**config.mk**
```make
export PLATFORM = sky130hd
export DESIGN_NAME = multicycle_ctrl
export DESIGN_NICKNAME = d
export VERILOG_FILES = /design/src/rtl/multicycle_ctrl.sv
export SDC_FILE = /design/constraint.sdc
export NUM_CORES = 1
export LEC_CHECK = 0
export ABC_AREA = 1
export CORE_MARGIN = 4
export CORE_UTILIZATION = 25
export DETAILED_ROUTE_END_ITERATION = 8
export DONT_BUFFER_PORTS = 1
export PLACE_DENSITY = 0.44
export SETUP_SLACK_MARGIN = 0.05
export SYNTH_ARGS = -nofsm -noshare
export SYNTH_HDL_FRONTEND = slang
export SYNTH_SLANG_ARGS = --single-unit
```
**constraint.sdc**
```tcl
create_clock -name clk -period 1.9 [get_ports clk]
set_input_delay 0.19 -clock clk [delete_from_list [all_inputs] [get_ports clk]]
set_output_delay 0.19 -clock clk [all_outputs]
set_load 0.005 [all_outputs]
```
**src/rtl/multicycle_ctrl.sv**
```systemverilog
// Multi-cycle control FSM: sequences fetch/decode/execute/memory/writeback for the 32-bit core.
// Latency: 3 to 5 states per instruction plus memory wait cycles; outputs decode from the current state.
// Backpressure: FETCH and MEM_RD/MEM_WR hold until mem_ready, trapping after WAIT_MAX idle cycles.
module multicycle_ctrl #(
  parameter int WAIT_MAX = 16,
  parameter int CNT_W    = 32
) (
  input  logic             clk,
  input  logic             reset,
  input  logic [3:0]       op,
  input  logic             alu_zero,
  input  logic             mem_ready,
  output logic             mem_req,
  output logic             mem_read,
  output logic             mem_write,
  output logic             iord,
  output logic             ir_write,
  output logic             pc_write,
  output logic [1:0]       pc_src,
  output logic             alu_src_a,
  output logic [1:0]       alu_src_b,
  output logic [1:0]       alu_op,
  output logic             imm_sel,
  output logic             reg_write,
  output logic             reg_dst,
  output logic             mem_to_reg,
  output logic             trap,
  output logic [1:0]       trap_cause,
  output logic [3:0]       state,
  output logic [CNT_W-1:0] instret
);

  typedef enum logic [3:0] {
    FETCH  = 4'd0,
    DECODE = 4'd1,
    EXEC_R = 4'd2,
    EXEC_I = 4'd3,
    ADDR   = 4'd4,
    MEM_RD = 4'd5,
    MEM_WR = 4'd6,
    WB_R   = 4'd7,
    WB_I   = 4'd8,
    WB_MEM = 4'd9,
    BRANCH = 4'd10,
    JUMP   = 4'd11,
    TRAP   = 4'd15
  } state_t;

  localparam logic [3:0] OP_R    = 4'b0000;
  localparam logic [3:0] OP_LW   = 4'b0001;
  localparam logic [3:0] OP_SW   = 4'b0010;
  localparam logic [3:0] OP_BEQ  = 4'b0011;
  localparam logic [3:0] OP_BNE  = 4'b0100;
  localparam logic [3:0] OP_ADDI = 4'b0101;
  localparam logic [3:0] OP_SLTI = 4'b0110;
  localparam logic [3:0] OP_ORI  = 4'b0111;
  localparam logic [3:0] OP_ANDI = 4'b1000;
  localparam logic [3:0] OP_J    = 4'b1001;

  localparam logic [1:0] CAUSE_ILLEGAL = 2'b01;
  localparam logic [1:0] CAUSE_TIMEOUT = 2'b10;

  // wait_cnt only needs to reach WAIT_MAX-1; keep at least one bit for WAIT_MAX=1
  localparam int             WW        = (WAIT_MAX > 1) ? $clog2(WAIT_MAX) : 1;
  localparam logic [WW-1:0]  WAIT_LAST = WW'(WAIT_MAX - 1);

  state_t            state_q, state_d;
  logic [WW-1:0]     wait_cnt;
  logic              trap_q;
  logic [1:0]        cause_q;
  logic [CNT_W-1:0]  instret_q;
  logic              retire;
  logic              trap_set;
  logic [1:0]        trap_code;
  logic              in_mem_state;
  logic              timeout;

  assign in_mem_state = (state_q == FETCH) || (state_q == MEM_RD) || (state_q == MEM_WR);
  // mem_ready on the last allowed cycle still completes the access
  assign timeout      = in_mem_state && !mem_ready && (wait_cnt == WAIT_LAST);

  // State register; reset abandons any in-flight access and leaves TRAP
  always_ff @(posedge clk) begin
    if (reset) state_q <= FETCH;
    else       state_q <= state_d;
  end

  // Wait counter: counts stalled memory cycles, clears on any exit from a memory state
  always_ff @(posedge clk) begin
    if (reset)                                  wait_cnt <= '0;
    else if (in_mem_state && !mem_ready && !timeout) wait_cnt <= wait_cnt + WW'(1);
    else                                        wait_cnt <= '0;
  end

  // Sticky trap flag and cause, captured on the transition into TRAP
  always_ff @(posedge clk) begin
    if (reset) begin
      trap_q  <= 1'b0;
      cause_q <= 2'b00;
    end else if (trap_set) begin
      trap_q  <= 1'b1;
      cause_q <= trap_code;
    end
  end

  // Retired-instruction counter, wraps naturally at 2^CNT_W
  always_ff @(posedge clk) begin
    if (reset)       instret_q <= '0;
    else if (retire) instret_q <= instret_q + CNT_W'(1);
  end

  // Next-state and datapath control decode
  always_comb begin
    state_d    = state_q;
    retire     = 1'b0;
    trap_set   = 1'b0;
    trap_code  = 2'b00;
    mem_req    = 1'b0;
    mem_read   = 1'b0;
    mem_write  = 1'b0;
    iord       = 1'b0;
    ir_write   = 1'b0;
    pc_write   = 1'b0;
    pc_src     = 2'b00;
    alu_src_a  = 1'b0;
    alu_src_b  = 2'b00;
    alu_op     = 2'b00;
    imm_sel    = 1'b0;
    reg_write  = 1'b0;
    reg_dst    = 1'b0;
    mem_to_reg = 1'b0;

    unique case (state_q)
      FETCH: begin
        mem_req   = 1'b1;
        mem_read  = 1'b1;
        alu_src_b = 2'b01;
        if (mem_ready) begin
          ir_write = 1'b1;
          pc_write = 1'b1;
          state_d  = DECODE;
        end else if (timeout) begin
          trap_set  = 1'b1;
          trap_code = CAUSE_TIMEOUT;
          state_d   = TRAP;
        end
      end
      DECODE: begin
        // PC + (imm<<2) is parked in ALUOut for a possible branch
        alu_src_b = 2'b11;
        case (op)
          OP_R:                             state_d = EXEC_R;
          OP_LW, OP_SW:                     state_d = ADDR;
          OP_BEQ, OP_BNE:                   state_d = BRANCH;
          OP_ADDI, OP_SLTI, OP_ORI, OP_ANDI: state_d = EXEC_I;
          OP_J:                             state_d = JUMP;
          default: begin
            trap_set  = 1'b1;
            trap_code = CAUSE_ILLEGAL;
            state_d   = TRAP;
          end
        endcase
      end
      EXEC_R: begin
        alu_src_a = 1'b1;
        alu_op    = 2'b11;
        state_d   = WB_R;
      end
      EXEC_I: begin
        alu_src_a = 1'b1;
        alu_src_b = 2'b10;
        imm_sel   = 1'b1;
        case (op)
          OP_SLTI: alu_op = 2'b01;
          OP_ORI:  alu_op = 2'b10;
          OP_ANDI: alu_op = 2'b11;
          default: alu_op = 2'b00;
        endcase
        state_d = WB_I;
      end
      ADDR: begin
        alu_src_a = 1'b1;
        alu_src_b = 2'b10;
        state_d   = (op == OP_SW) ? MEM_WR : MEM_RD;
      end
      MEM_RD, MEM_WR: begin
        mem_req   = 1'b1;
        iord      = 1'b1;
        mem_read  = (state_q == MEM_RD);
        mem_write = (state_q == MEM_WR);
        if (mem_ready) begin
          if (state_q == MEM_RD) begin
            state_d = WB_MEM;
          end else begin
            state_d = FETCH;
            retire  = 1'b1;
          end
        end else if (timeout) begin
          trap_set  = 1'b1;
          trap_code = CAUSE_TIMEOUT;
          state_d   = TRAP;
        end
      end
      WB_R: begin
        reg_write = 1'b1;
        reg_dst   = 1'b1;
        state_d   = FETCH;
        retire    = 1'b1;
      end
      WB_I: begin
        reg_write = 1'b1;
        state_d   = FETCH;
        retire    = 1'b1;
      end
      WB_MEM: begin
        reg_write  = 1'b1;
        mem_to_reg = 1'b1;
        state_d    = FETCH;
        retire     = 1'b1;
      end
      BRANCH: begin
        // ALU control turns alu_op 01/10 into an equal/not-equal compare
        alu_src_a = 1'b1;
        alu_op    = (op == OP_BNE) ? 2'b10 : 2'b01;
        pc_src    = 2'b01;
        pc_write  = alu_zero;
        state_d   = FETCH;
        retire    = 1'b1;
      end
      JUMP: begin
        pc_write = 1'b1;
        pc_src   = 2'b10;
        state_d  = FETCH;
        retire   = 1'b1;
      end
      TRAP: state_d = TRAP;
      default: state_d = FETCH;
    endcase
  end

  assign trap       = trap_q;
  assign trap_cause = cause_q;
  assign state      = state_q;
  assign instret    = instret_q;

endmodule

```
==> results of run 1 <==
[flip-flops by register name, summed over array words and instances, names as in the netlist]
signal and count:
instret 32, state 4, trap 1, trap_cause 2, wait_cnt 4
[kinds of logic (layout without fill, tap and decap cells)]
logic type | after synthesis | count (layout)
flops | 43 | 43
compound gates | 55 | 55
fa+ha+maj | 2 | 2
xor+xnor | 6 | 6
simple gates | 279 | 279
buf+inv | 62 | 86
[how the worst max path moves through the flow]
stage,startpoint,endpoint
floorplan,instret[0],instret[22]
global placement,state[3],instret[9]
detailed placement,state[0],instret[9]
CTS,state[3],alu_op[0]
global route,state[3],alu_op[0]
finish,state[3],alu_op[0]
[metal layers]
layer / track usage / part of all wire / routed length, µm
met1: 0.146 / 0.45 / 3500
met2: 0.213 / 0.48 / 3720
met3: 0.0382 / 0.056 / 434
met4: 0.0373 / 0.011 / 86
met5: 0 / 0 / 0
[area by class of cell]
| type | instances | area share |
|---|---|---|
| Inverter | 54 | 0.0653 |
| Tap cell | 136 | 0.0549 |
| Clock buffer | 6 | 0.0266 |
| Timing Repair Buffer | 24 | 0.0589 |
| Sequential cell | 43 | 0.279 |
| Multi-Input combinational cell | 342 | 0.504 |
| Clock inverter | 2 | 0.0113 |
[metrics by stage]
stage | hold WS [ns] | instances | utilization | area (µm²) | power [mW]
after detailed placement | 0.268 | 598 | 0.285 | 2940 | 1.87
after CTS | 0.0779 | 607 | 0.298 | 3070 | 2.66
final | 0.0816 | 607 | 0.300 | 3100 | 2.64
after global placement | 0.267 | 598 | 0.285 | 2940 | 1.87
after global routing | 0.0801 | 607 | 0.300 | 3100 | 2.83
after floorplan | 0.418 | 447 | - | 2660 | 1.69
[power by group through the flow]
stage / sequential (mW) / combinational [mW] / clock [mW]
after floorplan: 1.06 / 0.628 / 0
after global placement: 1.08 / 0.789 / 0
after detailed placement: 1.09 / 0.786 / 0
after CTS: 1.07 / 0.799 / 0.792
after global routing: 1.08 / 0.910 / 0.836
final: 1.07 / 0.805 / 0.761
[timing repair]
| action | CTS | global route |
|---|---|---|
| resized for setup | 1 | 10 |
| setup endpoints to repair | 2 | 14 |
| hold endpoints to repair | 19 | 0 |
| hold buffers | 1 | 0 |
[worst reg2reg max path, stage by stage (launching register included)]
cell	delay, ns
dfxtp_1	0.44
ha_2	0.24
inv_1	0.05
nor2_2	0.12
nand2_1	0.14
nor2_4	0.16
nand2_2	0.08
nor2_2	0.12
nand2_1	0.07
nor2_1	0.09
nor2_1	0.05
[cells in the final DEF, fill, tap and decap left out, types with 6 or more instances in the layout]
master,n
clkbuf_8,6
nand3_1,22
inv_1,53
nand2_1,137
a21oi_1,28
dfxtp_1,39
nor2_1,89
nor3_1,6
o21ai_0,20
buf_4,23
nor2_4,6
==> metrics.md, run 1 <==
| Metric | Value |
|---|---|
| CP max FO | 6 |
| FF+latch count, synth | 43 |
| EDFF count, synth | 0 |
| R2R cell count | 10 |
| CP Cell Sequence | inv_2 -> nor2_1 -> inv_1 -> nor2_2 -> inv_1 -> o211ai_1 |
| Final Skew | 0.00906 ns |
| Most used DFF post-synth | dfxtp_1 |
| Starting Density | 0.257 |
| Cell Area, Synth | about 2700 µm² |
| Worst r2r src | instret[0] |
| Net Switching | around 0.99 mW |
| Setup TNS | 0 ns |
| CP max-delay cell | dfxtp_2 |
| Fin crit period | 1.70 ns |
| Status | finished, final reports clean |
| Post-route ant nets | 0 |
| Pwr per Cell Area | 850 nW/µm² |
| WP data required | 1.71 ns |
| WP data arrival | 1.51 ns |
| Die area | 12300 µm² |
| Core area | 10300 µm² |
| Gpl congestion | 0.828 |
| Initial antenna violation count | 0 |
| Post-Route WL | 7.74 mm |
| First DRT Iteration DRCs | 165 |
| CTS tree | built |
| Final worst path period share | 0.895 |
| Sink Count | 43 |
| Vias in the first global route | approximately 2500 |
| Leading post-synthesis cells by cell area | dfxtp_1, nand2_1, nor2_1 |
| Max-slew violations | 0 |
| Hold path start | reset |
| Synth Area in Compound Gates | 0.109 |
| Worst Hold Class | in2reg |
| FF/Latch Area | 866 µm² |
| Final worst slack | 0.200 ns |
| Synth async-reset ratio | 0 |
| Routed length per placed instance | 12.7 µm |
| Crit-path max cell delay | 0.43 ns |
| Clock power share | 0.288 |
| CTS max path bufs | 2 |
| IO Count | 64 |
| Net count, final | 480 |
| Most frequent CP cell | inv_1 |
| Unrepaired setup endpoints after global routing | true |
| DIE WIDTH | 111 µm |
| Multi-input logic area | roughly 1600 µm² |
| I/O Buffers | 0 |
| Critical path depth | 6 |
| Rel. slew slack | 0.421 |
| Post-DP HPWL | 6.20 mm |
| Max Clk Rate | 588 MHz |
| Worst Hold Depth | 3 |
| Largest family of logic cells by synthesized area | simple AND/OR/NAND/NOR gates |
| Worst reg-to-reg setup slack | 0.27 ns |
| GRT Util Overall | 0.123 |
| Sw Ratio | 0.374 |
| Sequential-to-total area share from yosys stat | 0.324 |
| Pre-antenna DRT Iters | 4 |
| DR vias/cell | 4.45 |
| YS warnings | 0 |
| RR Endpoint | instret[22] |
| Commonest cells in the netlist | nand2_1, nor2_1, inv_1, dfxtp_1, a21oi_1 |
| Floorplan row count | 37 |
| CP top delay family | flip-flops |
| Die extent in y | 111 µm |
| H-tree depth | 2 |
| Multiplexer share of the synthesized area | 0 |
| Synth Instances | 447 |
| Int Power | 1.65 mW |
| Setup CP Type | reg2out |
| Setup Fix Bufs, Post-CTS | 0 |
| Final number of hold-violating endpoints | 0 |
| Largest net degree at the start of global routing | 20 |
| Syn nets | about 460 |
| Vias | 2700 |
| Final setup viols | 0 |
| Critical path capture point type | output port |
| Share of cells above drive strength 1 | 0.117 |
| CTS clk-pin slew, worst paths | about 0.090 ns |
| Skew-Pair Late Insertion Delay | around 0.3 ns |
| Slew @ Worst Pin | 0.865 ns |
| TritonCTS Buffers | 5 |
| Area leader, netlist | dfxtp_1 |
| Simple-gate share of the synthesized area | 0.440 |
| Count of cell types in the netlist | 32 |
| Clock root buffer | clkbuf_8 |
| Endpoint, Worst Hold | instret[27] |
| Sequential share of power | 0.407 |
| XOR/XNOR share of the synthesized area | 0.0198 |
| Max_cap viols | 0 |
| Logic pwr share | 0.305 |
| Share of the synthesized area in the top cell type | 0.324 |
| Post-Synth Adder-Cell Area | 0.00942 |
| Syn_area_per_cell | about 5.9 µm² |
| Layout area overhead | 16.7% |
| DP Worst Slack | around 0.17 ns |
| Drc violations | 0 |
| Lkg Pwr | 1.18 nW |
| Antenna cell count | 0 |
| Fillcell total | between 1000 and 1500 |
| Crit start category | flop |
| Most common cell in the netlist | nand2_1 |
| VDD IR max | between 0.2 and 0.25 mV |
| Overall overflow remaining after global route | 0 |
| Critical path buffers and inverters | 3 |
| Global-route wire length before repair | between 10 and 15 mm |
Power figures use the tool's default switching activity.
==> run 2: changes to the inputs <==
--- a/config.mk
+++ b/config.mk
@@ -6,6 +6,7 @@
 export NUM_CORES = 1
 export LEC_CHECK = 0
 export ABC_AREA = 1
+export ABC_CLOCK_PERIOD_IN_PS = 1900
 export CORE_MARGIN = 4
 export CORE_UTILIZATION = 25
 export DETAILED_ROUTE_END_ITERATION = 8
==> results of run 2 <==
The final DEF is identical to that of run 1; final timing and power are the same.
